--- src/rtl/line_assembler.sv ---
// line_assembler: collects characters into a line buffer until a terminator
// arrives, then drains the stored line as a valid/ready stream.
//
// Ports:
//   clk, reset          - rising-edge clock, synchronous active-high reset
//   in_valid/in_data    - input character stream
//   in_ready            - high while collecting (never stalls on a full buffer)
//   out_valid/out_data  - stored line, one character per accepted beat
//   out_last            - marks the final character of a line
//   out_ready           - downstream accept
//   line_len            - stored length of the line being drained
//   line_done           - one-cycle pulse once a line (possibly empty) completes
//   overflow            - sticky: current line dropped at least one character
//
// Build option: define LINE_ASSEMBLER_BACKSPACE_EN to make code 8 erase the
// previous character while collecting instead of being stored.
module line_assembler #(
   parameter int unsigned        DATA_W = 8,
   parameter int unsigned        DEPTH  = 32,
   parameter logic [DATA_W-1:0]  TERM   = DATA_W'(10)
) (
   input  logic                         clk,
   input  logic                         reset,
   input  logic                         in_valid,
   input  logic [DATA_W-1:0]            in_data,
   output logic                         in_ready,
   output logic                         out_valid,
   output logic [DATA_W-1:0]            out_data,
   output logic                         out_last,
   input  logic                         out_ready,
   output logic [$clog2(DEPTH+1)-1:0]   line_len,
   output logic                         line_done,
   output logic                         overflow
);

   localparam int unsigned LEN_W  = $clog2(DEPTH+1);
   localparam int unsigned ADDR_W = $clog2(DEPTH);

   typedef enum logic {COLLECT, DRAIN} state_t;

   state_t              state, state_nxt;
   logic [LEN_W-1:0]    wr_cnt, wr_cnt_nxt;
   logic [LEN_W-1:0]    rd_idx, rd_idx_nxt;
   logic [LEN_W-1:0]    line_len_nxt;
   logic                overflow_nxt, line_done_nxt;
   logic                in_ready_nxt, out_valid_nxt, out_last_nxt;
   logic [DATA_W-1:0]   out_data_nxt;
   logic                buf_we;
   logic                in_fire, out_fire, is_term, is_bs;

   logic [DATA_W-1:0]   buffer [DEPTH];

   assign in_fire = in_valid & in_ready;
   assign out_fire = out_valid & out_ready;
   assign is_term = (in_data == TERM);

`ifdef LINE_ASSEMBLER_BACKSPACE_EN
   localparam logic [DATA_W-1:0] BS_CODE = DATA_W'(8);
   assign is_bs = (in_data == BS_CODE);
`else
   assign is_bs = 1'b0;
`endif

   // State and registered outputs
   always_ff @(posedge clk) begin
      if (reset) begin
         state     <= COLLECT;
         wr_cnt    <= '0;
         rd_idx    <= '0;
         line_len  <= '0;
         overflow  <= 1'b0;
         line_done <= 1'b0;
         in_ready  <= 1'b1;
         out_valid <= 1'b0;
         out_last  <= 1'b0;
         out_data  <= '0;
      end else begin
         state     <= state_nxt;
         wr_cnt    <= wr_cnt_nxt;
         rd_idx    <= rd_idx_nxt;
         line_len  <= line_len_nxt;
         overflow  <= overflow_nxt;
         line_done <= line_done_nxt;
         in_ready  <= in_ready_nxt;
         out_valid <= out_valid_nxt;
         out_last  <= out_last_nxt;
         out_data  <= out_data_nxt;
      end
   end

   // Line storage; contents survive reset, only the counters are cleared
   always_ff @(posedge clk) begin
      if (buf_we) buffer[ADDR_W'(wr_cnt)] <= in_data;
   end

   // Next-state and next-output logic
   always_comb begin
      state_nxt     = state;
      wr_cnt_nxt    = wr_cnt;
      rd_idx_nxt    = rd_idx;
      line_len_nxt  = line_len;
      overflow_nxt  = overflow;
      line_done_nxt = 1'b0;
      in_ready_nxt  = in_ready;
      out_valid_nxt = out_valid;
      out_last_nxt  = out_last;
      out_data_nxt  = out_data;
      buf_we        = 1'b0;

      case (state)
         COLLECT: begin
            if (in_fire) begin
               if (is_term) begin
                  if (wr_cnt != '0) begin
                     // Preload the first beat so out_data is registered
                     state_nxt     = DRAIN;
                     line_len_nxt  = wr_cnt;
                     rd_idx_nxt    = '0;
                     in_ready_nxt  = 1'b0;
                     out_valid_nxt = 1'b1;
                     out_data_nxt  = buffer[ADDR_W'(0)];
                     out_last_nxt  = (wr_cnt == LEN_W'(1));
                  end else begin
                     line_done_nxt = 1'b1;
                     overflow_nxt  = 1'b0;
                  end
               end else if (is_bs) begin
                  if (wr_cnt != '0) wr_cnt_nxt = wr_cnt - LEN_W'(1);
               end else if (wr_cnt < LEN_W'(DEPTH)) begin
                  buf_we     = 1'b1;
                  wr_cnt_nxt = wr_cnt + LEN_W'(1);
               end else begin
                  overflow_nxt = 1'b1;
               end
            end
         end

         DRAIN: begin
            if (out_fire) begin
               if (out_last) begin
                  state_nxt     = COLLECT;
                  wr_cnt_nxt    = '0;
                  rd_idx_nxt    = '0;
                  overflow_nxt  = 1'b0;
                  line_done_nxt = 1'b1;
                  in_ready_nxt  = 1'b1;
                  out_valid_nxt = 1'b0;
                  out_last_nxt  = 1'b0;
               end else begin
                  // Fetch the following character; last when it is index line_len-1
                  rd_idx_nxt   = rd_idx + LEN_W'(1);
                  out_data_nxt = buffer[ADDR_W'(rd_idx + LEN_W'(1))];
                  out_last_nxt = ((rd_idx + LEN_W'(2)) == line_len);
               end
            end
         end

         default: state_nxt = COLLECT;
      endcase
   end

endmodule

--- config.mk ---
export PLATFORM = sky130hd
export DESIGN_NAME = line_assembler
export DESIGN_NICKNAME = d
export VERILOG_FILES = /design/src/rtl/line_assembler.sv
export SDC_FILE = /design/constraint.sdc
export NUM_CORES = 1
export LEC_CHECK = 0
export BUFFER_PORTS_ARGS = -buffer_cell sky130_fd_sc_hd__buf_2
export CORE_MARGIN = 2
export CORE_UTILIZATION = 50
export DETAILED_ROUTE_END_ITERATION = 10
export PLACE_DENSITY_LB_ADDON = 0.15
export SETUP_SLACK_MARGIN = 0.4
export SKIP_LAST_GASP = 1
export SYNTH_ARGS = -nofsm -noshare
export SYNTH_HDL_FRONTEND = slang
export SYNTH_SLANG_ARGS = --single-unit
--- constraint.sdc ---
create_clock -name clk -period 2.86 [get_ports clk]
set_input_delay 0.429 -clock clk [delete_from_list [all_inputs] [get_ports clk]]
set_output_delay 0.429 -clock clk [all_outputs]
set_load 0.02 [all_outputs]
**Yosys cells after proc, flatten, opt, wreduce, memory -nomap -nowiden**

Memories as Yosys holds them, arrays and structs flattened.
Cells that the tools add are included.

- Multiplexer cells: 59
- $lt $le $gt $ge: 1
- Bitwise operators: 3
- Add/subtract/negate cells: 3
- Reduce and logical (&&, ||, !) cells: 7
- Eq/ne operators: 13

Operators by type and width:

| cell | count |
|---|---|
| $mux W6 | 10 |
| $mux W8 | 5 |
| $mux W1 | 35 |
| $pmux W6 S2 | 2 |
| $reduce_and A5 Y1 | 4 |
| $pmux W8 S2 | 1 |
| $ne A2 B2 Y1 const B | 7 |
| $add A6 B1 Y6 const B | 2 |
| $pmux W1 S2 | 6 |
| $eq A8 B4 Y1 const B | 1 |
| $reduce_and A4 Y1 | 2 |
| $add A6 B2 Y6 const B | 1 |
| $eq A6 B1 Y1 const B | 1 |
| $eq A6 B6 Y1 | 1 |
| $lt A6 B6 Y1 const B | 1 |
| $ne A3 B3 Y1 const B | 2 |
| $reduce_bool A6 Y1 | 1 |
| $and A1 B1 Y1 | 2 |
| $ne A2 B1 Y1 const B | 1 |
| $not A1 Y1 | 1 |

- Word-level logic and storage cells: 97
- RAM bits: 256
- Register bits after elaboration: 32
- Memories: 1
- Output and inout bits: 19
- Input port bits: 12

Memories:

| memory | depth | bits a word | read ports | clocked after memory_dff | wr ports | line | source |
|---|---|---|---|---|---|---|---|
| buffer | 32 | 8 | 2 | 0 | 1 | 51 | `logic [DATA_W-1:0] buffer [DEPTH];` |

**Longest topological paths before layout**

- Depth after elaboration: 7
- Gate-level depth with buffers: 9
- Depth with buffers taken out: 6

**Worst setup path after synthesis**

No wires, ideal clock.

- Path type: input port to flip-flop
- Start point: input in_data[2]
- End point: memory buffer[15][0], enable pin
- Setup time: 0.370 ns
- Cell stages on the path: 4
- Setup slack: 0.563 ns
- Data arrival time: 1.927 ns
- Required time: 2.490 ns
- Path buffers: 0
- Cell sequence: and4bb_2 a2111oi_4 nand2_1 nor2_1

- Cells in the longest elaborated chain, start to end: 6

Ends and longest elaborated chain:

| element | line | source |
|---|---|---|
| start: declaration | 25 | `input logic [DATA_W-1:0] in_data,` |
| $eq A8 B4 Y1 | 55 | `assign is_term = (in_data == TERM);` |
| $mux W1 | 113 | `if (is_term) begin` |
| $mux W1 | 112 | `if (in_fire) begin` |
| $mux W1 | 110 | `case (state)` |
| $mux W1 | 93 | `if (buf_we) buffer[ADDR_W'(wr_cnt)] <= in_data;` |
| $mux W1 (not written as such) | 93 |  |
| end: declaration | 51 |  |

No other way between the ends.

**Worst setup path after layout**

- Start point: register rd_idx[1]
- End point: register out_data[3]

- Cells in the longest elaborated chain, start to end: 5

Ends and longest elaborated chain:

| element | line | source |
|---|---|---|
| start: declaration | 43 | `logic [LEN_W-1:0] rd_idx, rd_idx_nxt;` |
| start signal: assignment | 80 | `rd_idx <= rd_idx_nxt;` |
| $add A6 B1 Y6 | 152 | `out_data_nxt = buffer[ADDR_W'(rd_idx + LEN_W'(1))];` |
| $mem_v2 Z32 W8 | n/a |  |
| $mux W8 | 140 | `if (out_last) begin` |
| $mux W8 | 139 | `if (out_fire) begin` |
| $pmux W8 S2 | 110 |  |
| end signal: assignment | 87 | `out_data <= out_data_nxt;` |
| end: declaration | 28 | `output logic [DATA_W-1:0] out_data,` |

No other way between the ends. The select of a mux whose other input is x is not followed.
A chain may end at the register's enable or synchronous reset.

==> metrics.md <==
| Metric | Value |
|---|---|
| Outcome | complete, no violations |
| Port bufs | 30 |
| Worst-case clock buffer depth | 3 |
| CP max stage delay | 470 ps |
| CTS tree | yes |
| Area share of the largest cell type after synthesis | 65.9% |
| Final setup viols | 0 |
| Layout area overhead | 15.8% |
| First-pass GRT wire length | 40000 um |
| Die Ht | 157 um |
| WL per Instance | 24.7 um |
| Fmax | 0.423 GHz |
| Hpwl dp | 17600 um |
| #FFs+latches synth | 288 |
| Initial antenna violation count | 0 |
| Synth top area cells | edfxtp_1 (66%), mux4_2 (12%), dfxtp_1 (5.5%) |
| CTS Buf Count | 29 |
| Critical Path AT | 2730 ps |
| Unrepaired setup endpoints after global routing | true |
| Slowest cell on crit path | dfxtp_1 |
| # rows | 55 |
| CTS Sinks | 288 |
| Finished Core Util | 59.3% |
| Critical Path RT | 3230 ps |
| Mapped Area | 11700 um^2 |
| VDD IR max | 0.323 mV |
| Clk_skew | 17.6 ps |
| Grt total ovfl | 0 |
| Fin crit share | 82.7% |
| Pleak | 4.38 nW |
| Crit path max fanout | 40 |
| GRT Util Overall | 22.3% |
| Clock slew at reported path FFs | 60 ps |
| Place WS | 264 ps |
| DRT iter0 DRCs | 529 |
| Syn Nets | 681 |
| Critical path type | flip-flop to flip-flop |
| Boundary Pins | 31 |
| Syn Inst Count | 663 |
| Cell Chain, Critical Path | ha_4 > xor2_4 > buf_12 > mux4_2 > a22o_1 > o211ai_1 > a311oi_1 |
| DRC | 0 |
| CTS root buffer | clkbuf_16 |
| Area of the die | 24600 um^2 |
| Primary FF master, synth | edfxtp_1 |
| Skew-Pair Late Insertion Delay | 540 ps |
| Initial Util | 51.2% |
| PD cells | 623 nW/um^2 |
| # hold bufs at CTS | 0 |
| Pre-antenna DRT Iters | 5 |
| Core box area | 22800 um^2 |
| Synthesized area per cell | 17.6 um^2 |
| # H-tree levels | 1 |
| FFs w/ async S/R, synth | 0% |
| Final Hold Viols | 0 |
| Share of layout cells above drive strength 1 | 27.8% |
| Vias | 6409 |
| Worst-Margin Slew | 634 ps |
| Slew Limit Headroom | 57.7% |
| Seq/Total Area, Yosys | 71.4% |
| Antenna cells | 0 |
| Final net count | 771 |
| Largest net degree at the start of global routing | 41 |
| Crit. End Element | flip-flop |
| Max-Cap Viols | 0 |
| Vias per inst | 5.90 |
| DRT antenna net count | 0 |
| Synth Warn # | 0 |
| Vias in the first global route | 6462 |
| Slew Viols, Final | 0 |
| Hold Crit Class | input port to flip-flop |
| Die width | 157 um |
| Min Tclk post-route | 2360 ps |
| GPL Wtd Cong | 0.896 |
| Netlist cell types | 55 |
| Worst setup slack after layout | 496 ps |
| EDFF count, synth | 256 |
| Total length of routed wires | 26800 um |
| Critical Path Start Type | flip-flop |
| Cell taking the most area after synthesis | edfxtp_1 |
| Setup TNS | 0 ps |
cell usage in the layout (no fill, tap or decap), drive strengths merged, types with 10 or more instances in the layout:
master,Yosys,layout
buf,26,93
mux4,64,64
edfxtp,256,256
clkbuf,8,35
a21oi,18,18
clkinv,0,11
dfxtp,32,32
nor2,77,77
nand2,40,40
nand2b,11,11
a311oi,10,10
critical path: cells and delay by family (launching register included):
| kind | cells | cell delay [ps] |
|---|---|---|
| compound gates | 3 | 600 |
| flops | 1 | 470 |
| mux | 1 | 410 |
| fa+ha+maj | 1 | 250 |
| buf+inv | 1 | 250 |
| xor+xnor | 1 | 170 |
synthesized netlist by cell type, drive strengths merged (4+ instances only):
cell	count
xor2	5
o21ai	4
nand3	8
a32oi	8
mux4	64
mux2i	8
buf	26
a21oi	18
clkbuf	8
o22ai	8
nor2	77
dfxtp	32
ha	6
a311oi	10
xnor2	8
a22o	8
nand2	40
nand2b	11
o211ai	8
edfxtp	256
flip-flops by register name (all words and copies together), names as in the netlist:
| register | cells |
|---|---|
| wr_cnt | 6 |
| state | 1 |
| out_valid | 1 |
| buffer | 256 |
| line_len | 6 |
| out_data | 8 |
| out_last | 1 |
| line_done | 1 |
| in_ready | 1 |
| rd_idx | 6 |
| overflow | 1 |
final timing paths:
kind / from / endpoint / slack (ps) / depth (start not counted)
hold reg to reg: line_len[2] / line_len[2] / 500 / 2
setup reg to reg: rd_idx[1] / out_data[3] / 500 / 7
setup / recovery: rd_idx[1] / out_data[3] / 500 / 7
hold / removal: out_ready / state / 240 / 4
layout make-up:
type | count | area [um^2]
Timing Repair Buffer | 93 | 673
Clock inverter | 17 | 171
Fill cell | 1674 | 9260
Inverter | 3 | 11.3
Multi-Input combinational cell | 338 | 3190
Tap cell | 313 | 392
Sequential cell | 288 | 8330
Clock buffer | 35 | 748
metal layers:
layer	GRT usage (%)	wire [um]	part of all wire (%)
met5	0	0	0
met4	5.99	667	2.5
met3	4.79	1780	6.7
met2	34.9	12600	47
met1	31.9	11700	44
cells by family after synthesis:
kind of cell	synth area share, %
simple gates	6.84
mux	13.0
compound gates	5.35
flops	71.4
buf+inv	1.71
xor+xnor	1.04
fa+ha+maj	0.643
stage by stage:
| step | area [um^2] | std cells | total power [mW] | hold slack [ps] |
|---|---|---|---|---|
| after CTS | 13500 | 1081 | 8.49 | 222 |
| after global placement | 12500 | 1029 | 4.86 | 470 |
| final | 13500 | 1087 | 8.42 | 244 |
| after floorplan | 11700 | 663 | 4.75 | 488 |
| after detailed placement | 12500 | 1029 | 4.87 | 491 |
| after global routing | 13500 | 1087 | 8.66 | 271 |
power breakdown:
group / internal [mW] / leakage, nW / switching, mW
sequential: 4.59 / 2.57 / 0.00998
combinational: 0.0425 / 1.37 / 0.132
clock: 2.13 / 0.441 / 1.51
timing repair:
| item | 4_1_cts | 5_1_grt |
|---|---|---|
| buffers inserted | 0 | 6 |
| setup endpoints to repair | 1 | 12 |
| gates resized for setup | 1 | 4 |
| endpoints found under the hold margin | 0 | 0 |
| pin swaps | 0 | 1 |
(Power assumes the default switching activity.)
